[src/rtl/uart_pkg.sv]
// Shared definitions for the UART datapath: FSM encoding, frame length and
// the bit-timing helpers used to size counters at elaboration time.
package uart_pkg;

    localparam logic [1:0] ST_IDLE  = 2'd0;
    localparam logic [1:0] ST_START = 2'd1;
    localparam logic [1:0] ST_DATA  = 2'd2;
    localparam logic [1:0] ST_STOP  = 2'd3;

    localparam int FRAME_BITS = 10;

    function automatic int symbol_edge_time(input int clock_freq, input int baud_rate);
        return clock_freq / baud_rate;
    endfunction

    // Width needed to hold 0..value-1, never less than one bit.
    function automatic int clog2_min1(input int value);
        int w;
        w = 1;
        while ((1 << w) < value) begin
            w = w + 1;
        end
        return w;
    endfunction

endpackage

[src/rtl/uart_tx_fifo_if.sv]
// Byte-write handshake between the UART decoder (master) and the transmitter.
interface uart_tx_fifo_if;
    logic [7:0] DataIn;
    logic       DataInValid;
    logic       DataInReady;

    modport master (output DataIn, output DataInValid, input DataInReady);
    modport slave  (input DataIn, input DataInValid, output DataInReady);
endinterface

[src/rtl/uart_tx_fifo_sync_fifo.sv]
// Single-clock circular FIFO with occupancy count; push/pop self-guard
// against full/empty so callers may drive them unqualified.
module sync_fifo
    import uart_pkg::*;
#(
    parameter int  WIDTH = 8,
    parameter int  DEPTH = 4,
    localparam int AW    = clog2_min1(DEPTH)
) (
    input  logic             Clock,
    input  logic             Reset,
    input  logic             push,
    input  logic             pop,
    input  logic [WIDTH-1:0] din,
    output logic [WIDTH-1:0] dout,
    output logic [AW:0]      count,
    output logic             full,
    output logic             empty
);

    localparam logic [AW:0] FULL_COUNT = (AW + 1)'(DEPTH);

    if ((DEPTH < 2) || ((DEPTH & (DEPTH - 1)) != 0)) begin : g_bad_depth
        $error("sync_fifo: DEPTH must be a power of two and at least 2");
    end

    logic [WIDTH-1:0] mem_q [DEPTH];
    logic [WIDTH-1:0] mem_d [DEPTH];
    logic [AW-1:0]    wr_ptr_q, wr_ptr_d;
    logic [AW-1:0]    rd_ptr_q, rd_ptr_d;
    logic [AW:0]      count_q, count_d;
    logic             push_ok_s;
    logic             pop_ok_s;

    assign full      = (count_q == FULL_COUNT);
    assign empty     = (count_q == '0);
    assign count     = count_q;
    assign dout      = mem_q[rd_ptr_q];
    assign push_ok_s = push && !full;
    assign pop_ok_s  = pop && !empty;

    // Next-state for storage, pointers and occupancy.
    always_comb begin
        mem_d    = mem_q;
        wr_ptr_d = wr_ptr_q;
        rd_ptr_d = rd_ptr_q;
        count_d  = count_q;
        if (push_ok_s) begin
            mem_d[wr_ptr_q] = din;
            wr_ptr_d        = wr_ptr_q + AW'(1);
        end else begin
            wr_ptr_d = wr_ptr_q;
        end
        if (pop_ok_s) begin
            rd_ptr_d = rd_ptr_q + AW'(1);
        end else begin
            rd_ptr_d = rd_ptr_q;
        end
        case ({push_ok_s, pop_ok_s})
            2'b10:   count_d = count_q + (AW + 1)'(1);
            2'b01:   count_d = count_q - (AW + 1)'(1);
            default: count_d = count_q;
        endcase
    end

    // State registers.
    always_ff @(posedge Clock or negedge Reset) begin
        if (!Reset) begin
            for (int i = 0; i < DEPTH; i++) begin
                mem_q[i] <= '0;
            end
            wr_ptr_q <= '0;
            rd_ptr_q <= '0;
            count_q  <= '0;
        end else begin
            mem_q    <= mem_d;
            wr_ptr_q <= wr_ptr_d;
            rd_ptr_q <= rd_ptr_d;
            count_q  <= count_d;
        end
    end

endmodule

[src/rtl/uart_tx_fifo.sv]
// Buffered 8N1 UART transmitter: bytes queue in a FIFO and are serialised
// one frame at a time, with a single idle cycle between back-to-back frames.
module uart_tx_fifo
    import uart_pkg::*;
#(
    parameter int  CLOCK_FREQ = 33_000_000,
    parameter int  BAUD_RATE  = 115_200,
    parameter int  FIFO_DEPTH = 4,
    localparam int CW_FIFO    = clog2_min1(FIFO_DEPTH)
) (
    input  logic                Clock,
    input  logic                Reset,
    uart_tx_fifo_if.slave       in_if,
    output logic                SOut,
    output logic                TxBusy,
    output logic [CW_FIFO:0]    FifoCount
);

    localparam int SYMBOL_EDGE_TIME = symbol_edge_time(CLOCK_FREQ, BAUD_RATE);
    localparam int CW               = clog2_min1(SYMBOL_EDGE_TIME);
    localparam logic [CW-1:0] BAUD_LAST = CW'(SYMBOL_EDGE_TIME - 1);

    if (SYMBOL_EDGE_TIME < 2) begin : g_bad_baud
        $error("uart_tx_fifo: CLOCK_FREQ/BAUD_RATE must be at least 2");
    end

    logic [1:0]            state_q, state_d;
    logic [CW-1:0]         baud_q, baud_d;
    logic [2:0]            bit_q, bit_d;
    logic [FRAME_BITS-1:0] shift_q, shift_d;
    logic                  sout_q, sout_d;
    logic                  busy_q, busy_d;

    logic                  push_s;
    logic                  pop_s;
    logic                  baud_wrap_s;
    logic [7:0]            fifo_dout_s;
    logic [CW_FIFO:0]      fifo_count_s;
    logic                  fifo_full_s;
    logic                  fifo_empty_s;

    assign in_if.DataInReady = !fifo_full_s;
    assign push_s            = in_if.DataInValid && !fifo_full_s;
    assign pop_s             = (state_q == ST_IDLE) && !fifo_empty_s;
    assign baud_wrap_s       = (baud_q == BAUD_LAST);

    sync_fifo #(
        .WIDTH (8),
        .DEPTH (FIFO_DEPTH)
    ) u_fifo (
        .Clock (Clock),
        .Reset (Reset),
        .push  (push_s),
        .pop   (pop_s),
        .din   (in_if.DataIn),
        .dout  (fifo_dout_s),
        .count (fifo_count_s),
        .full  (fifo_full_s),
        .empty (fifo_empty_s)
    );

    // Frame sequencer: baud timing, bit counting and the shift register.
    always_comb begin
        state_d = state_q;
        baud_d  = baud_q;
        bit_d   = bit_q;
        shift_d = shift_q;
        case (state_q)
            ST_IDLE: begin
                baud_d = '0;
                bit_d  = 3'd0;
                if (pop_s) begin
                    shift_d = {1'b1, fifo_dout_s, 1'b0};
                    state_d = ST_START;
                end else begin
                    state_d = ST_IDLE;
                end
            end
            ST_START: begin
                if (baud_wrap_s) begin
                    baud_d  = '0;
                    bit_d   = 3'd0;
                    shift_d = {1'b1, shift_q[FRAME_BITS-1:1]};
                    state_d = ST_DATA;
                end else begin
                    baud_d = baud_q + CW'(1);
                end
            end
            ST_DATA: begin
                if (baud_wrap_s) begin
                    baud_d  = '0;
                    shift_d = {1'b1, shift_q[FRAME_BITS-1:1]};
                    if (bit_q == 3'd7) begin
                        state_d = ST_STOP;
                    end else begin
                        bit_d = bit_q + 3'd1;
                    end
                end else begin
                    baud_d = baud_q + CW'(1);
                end
            end
            ST_STOP: begin
                if (baud_wrap_s) begin
                    baud_d  = '0;
                    state_d = ST_IDLE;
                end else begin
                    baud_d = baud_q + CW'(1);
                end
            end
            default: begin
                baud_d  = '0;
                bit_d   = 3'd0;
                state_d = ST_IDLE;
            end
        endcase
    end

    // Line level and busy flag, registered one cycle behind the sequencer.
    always_comb begin
        sout_d = 1'b1;
        case (state_q)
            ST_IDLE:  sout_d = 1'b1;
            ST_START: sout_d = 1'b0;
            ST_DATA:  sout_d = shift_q[0];
            ST_STOP:  sout_d = 1'b1;
            default:  sout_d = 1'b1;
        endcase
        busy_d = (state_q != ST_IDLE) || (fifo_count_s != '0);
    end

    // State registers.
    always_ff @(posedge Clock or negedge Reset) begin
        if (!Reset) begin
            state_q <= ST_IDLE;
            baud_q  <= '0;
            bit_q   <= 3'd0;
            shift_q <= '1;
            sout_q  <= 1'b1;
            busy_q  <= 1'b0;
        end else begin
            state_q <= state_d;
            baud_q  <= baud_d;
            bit_q   <= bit_d;
            shift_q <= shift_d;
            sout_q  <= sout_d;
            busy_q  <= busy_d;
        end
    end

    assign SOut      = sout_q;
    assign TxBusy    = busy_q;
    assign FifoCount = fifo_count_s;

endmodule

[src/flat_wrapper.sv]
// flat-port wrapper written by rule: the top's interface ports become plain ports
module uart_tx_fifo_flat import uart_pkg::*;
#(
    parameter int  CLOCK_FREQ = 33_000_000,
    parameter int  BAUD_RATE  = 115_200,
    parameter int  FIFO_DEPTH = 4,
    localparam int CW_FIFO    = clog2_min1(FIFO_DEPTH)
)
  (Clock, Reset, SOut, TxBusy, FifoCount, in_if_DataIn, in_if_DataInValid, in_if_DataInReady);
  uart_tx_fifo_if in_if_i ();
  input  logic Clock;
  input  logic Reset;
  output logic SOut;
  output logic TxBusy;
  output logic [CW_FIFO:0] FifoCount;
  input wire logic [$bits(in_if_i.DataIn)-1:0] in_if_DataIn;
  input wire logic [$bits(in_if_i.DataInValid)-1:0] in_if_DataInValid;
  output wire logic [$bits(in_if_i.DataInReady)-1:0] in_if_DataInReady;
  assign in_if_i.DataIn = in_if_DataIn;
  assign in_if_i.DataInValid = in_if_DataInValid;
  assign in_if_DataInReady = in_if_i.DataInReady;
  uart_tx_fifo #(.CLOCK_FREQ(CLOCK_FREQ), .BAUD_RATE(BAUD_RATE), .FIFO_DEPTH(FIFO_DEPTH)) u_core (.Clock(Clock), .Reset(Reset), .in_if(in_if_i), .SOut(SOut), .TxBusy(TxBusy), .FifoCount(FifoCount));
endmodule
[config.mk]
export PLATFORM = sky130hd
export DESIGN_NAME = uart_tx_fifo_flat
export DESIGN_NICKNAME = d
export VERILOG_FILES = /design/src/rtl/uart_pkg.sv /design/src/rtl/uart_tx_fifo_if.sv /design/src/rtl/uart_tx_fifo_sync_fifo.sv /design/src/rtl/uart_tx_fifo.sv /design/src/flat_wrapper.sv
export SDC_FILE = /design/constraint.sdc
export NUM_CORES = 1
export LEC_CHECK = 0
export BUFFER_PORTS_ARGS = -buffer_cell sky130_fd_sc_hd__buf_2
export CAP_MARGIN = 5
export CORE_UTILIZATION = 40
export DETAILED_ROUTE_END_ITERATION = 8
export GPL_TIMING_DRIVEN = 0
export PLACE_DENSITY = 0.56
export SLEW_MARGIN = 20
export SYNTH_ARGS = -nofsm -noshare
export SYNTH_HDL_FRONTEND = slang
export SYNTH_HIERARCHICAL = 1
export SYNTH_SLANG_ARGS = --single-unit
[constraint.sdc]
create_clock -name Clock -period 3.79 [get_ports Clock]
set_clock_uncertainty 0.2 [all_clocks]
set_input_delay 0.1895 -clock Clock [delete_from_list [all_inputs] [get_ports Clock]]
set_output_delay 0.1895 -clock Clock [all_outputs]
set_load 0.02 [all_outputs]
==> flow_summary.ini <==
[run_status]
status = completed

[synth]
synth_cell_types = 39
yosysSeqAreaShare = 0.509
syn-num-nets = 258
syn_inst = 233
yosysWarnings = 6
ys_ff_latch = 64
synth_area_um2 = 3170
synth.avg_cell_area_um2 = 13.6

[grt]
grt_max_degree = 34
grt_pass1_vias = 1919
antenna_found_initial = 0
globalRouteOverflowTotal = 0
grt_usage = 0.154
grt_pass1_wl_um = 9690

[route]
wirelength_um = 5390
first_iter_violations = 46
final_antenna_net_count = 0
first_pass_iters = 4
viasPerCell = 4.93
routed-via-count = 1860
wl_per_cell_um = 14.3
drc = 0

[setup_path]
crit_slowest_cell = nor3b_2
worstPathMaxFanout = 7
crit_type = reg2reg
cp.required_ps = 3850
critPathBufInv = 1
crit_chain = nor3b_2 > nor2b_1 > or2b_2 > ha_1 > inv_1 > fa_1 > xor2_1 > nor2_1 > xor2_1
end_kind = flip-flop
crit_arrival_ps = 2790
critPathTopFamily = simple AND/OR/NAND/NOR gates
max_stage_delay_ps = 520
cp-start-kind = flip-flop
crit_path_frequent_cell = xor2_1

[floorplanning]
io_pins = 17
initial_utilization = 0.412
core.rowCount = 32
die_h_um = 91.0
fp.coreArea_um2 = 7690
die_w_um = 91.0
die-area_um2 = 8280

[timing]
setup-violations-final = 0
slew_violations = 0
period_needed_ps = 2730
worstMarginPinSlew_ps = 617
period_share = 0.719
layout_setup_ws_ps = 1060
rsz0062_at_grt = no
fin_setup_tns_ps = 0
holdWs_ps = 136
clock.fmax_mhz = 367
hold_violations = 0
maxSlewHeadroom = 0.585

[final_layout]
fillCellCount = 701
diodes = 0
finish.net_count = 295
design_area_um2 = 3700
area_growth_pct = 16.8
mostFrequentLayoutCells = dfrtp_1 (54), mux2_2 (44), buf_2 (16)
layout_commonest_cell = dfrtp_1
drive_gt1_frac = 0.418
fin_util = 0.482
final_cells = 377

[clock_network]
clkLatencyLatePin_ps = 340
cts_max_path_buffers = 2
cts_made_buffers = 9
root_buffer = clkbuf_8
cts_setup_buffers = 0
cts_tree = done
clock-sinks = 64
cts_max_level = 3
clk_pin_slew_ps = 70

[power_and_ir_drop]
power.total_mw = 3.35
p_per_area_nw_per_um2 = 904
p_leak_nw = 1.64
peakVddDrop_uv = 379

[placement]
placed_area_um2 = 3400
hpwl_um = 3630
dp_cells = 352
io_buffers = 16
globalplace.congestion = 0.730
post-place-ws_ps = 1070

[hold_path]
hold_class = in2async

[job]
cap_violations = 0
==> worst paths after layout <==
check,startpoint,endpoint,slack [ps],cells past startpoint
max,u_core/u_fifo/count[0],u_core/u_fifo/count[2],1060,9
min,Reset,u_core/u_fifo/count[2],140,2
max reg2reg,u_core/u_fifo/count[0],u_core/u_fifo/count[2],1060,9
min reg2reg,u_core/shift_q[0],u_core/shift_q[0],280,2
max in group asynchronous,Reset,u_core/shift_q[3],2660,3
min in group Clock,in_if_DataInValid,u_core/u_fifo/wr_ptr_q[0],230,4
==> state kept, by name (all words and copies together), names as in the netlist <==
register,cells
u_core/u_fifo/mem_q,32
u_core/baud_q,9
u_core/shift_q,9
u_core/bit_q,3
u_core/u_fifo/count,3
u_core/state_q,2
u_core/u_fifo/rd_ptr_q,2
u_core/u_fifo/wr_ptr_q,2
u_core/SOut,1
u_core/TxBusy,1
==> synth_stat cells (all sizes together) <==
| master | instances | area, µm² |
|---|---|---|
| buf | 3 | 20.0 |
| nor3 | 1 | 5.00 |
| a22oi | 1 | 7.51 |
| clkbuf | 3 | 11.3 |
| mux4 | 8 | 180 |
| nand3 | 3 | 15.0 |
| o31a | 1 | 10.0 |
| a22o | 3 | 26.3 |
| a21o | 1 | 8.76 |
| or2b | 2 | 16.3 |
| nand2 | 11 | 41.3 |
| o41ai | 1 | 8.76 |
| a21boi | 1 | 7.51 |
| xor2 | 8 | 70.1 |
| inv | 12 | 45.0 |
| nor3b | 1 | 12.5 |
| or4b | 1 | 10.0 |
| nand4 | 2 | 12.5 |
| a21bo | 1 | 10.0 |
| nor4 | 1 | 6.26 |
| mux2i | 4 | 40.0 |
| fa | 1 | 20.0 |
| or2 | 1 | 6.26 |
| a31o | 1 | 8.76 |
| mux2 | 51 | 601 |
| and4 | 1 | 8.76 |
| ha | 13 | 163 |
| or3 | 2 | 22.5 |
| xnor2 | 5 | 43.8 |
| nor2 | 18 | 77.6 |
| dfstp | 10 | 263 |
| nor2b | 4 | 25.0 |
| dfrtp | 54 | 1350 |
| a21oi | 3 | 15.0 |
==> power by group <==
group | internal (mW) | switching [mW]
combinational | 0.858 | 0.644
sequential | 1.03 | 0.180
clock | 0.371 | 0.261
==> cell type report <==
type | instances | area (µm²) | share of cell area
Sequential cell | 64 | 1610 | 0.436
Multi-Input combinational cell | 151 | 1480 | 0.399
Timing Repair Buffer | 26 | 193 | 0.0520
Clock buffer | 11 | 131 | 0.0355
Tap cell | 102 | 128 | 0.0345
Clock inverter | 5 | 81.3 | 0.0220
Inverter | 12 | 45.0 | 0.0122
Buffer | 6 | 31.3 | 0.00845
==> cell families after synthesis <==
family / synth area share
compound gates: 0.0324
xor+xnor: 0.0359
fa+ha+maj: 0.0576
buf+inv: 0.0241
flops: 0.509
mux: 0.259
simple gates: 0.0817
==> repair_timing <==
item / CTS / global route
endpoints found under the hold margin: 90 / 0
setup endpoints to repair: 0 / 0
gates resized for setup: 0 / 0
hold buffers: 9 / 0
==> layer usage <==
metal,vias up,GRT usage,share of wire
met5,-,0,0
met4,0,0.0476,0.010
met3,5,0.0536,0.037
met2,24,0.244,0.47
met1,936,0.198,0.48
li1,895,-,-
Power figures use the tool's default switching activity.
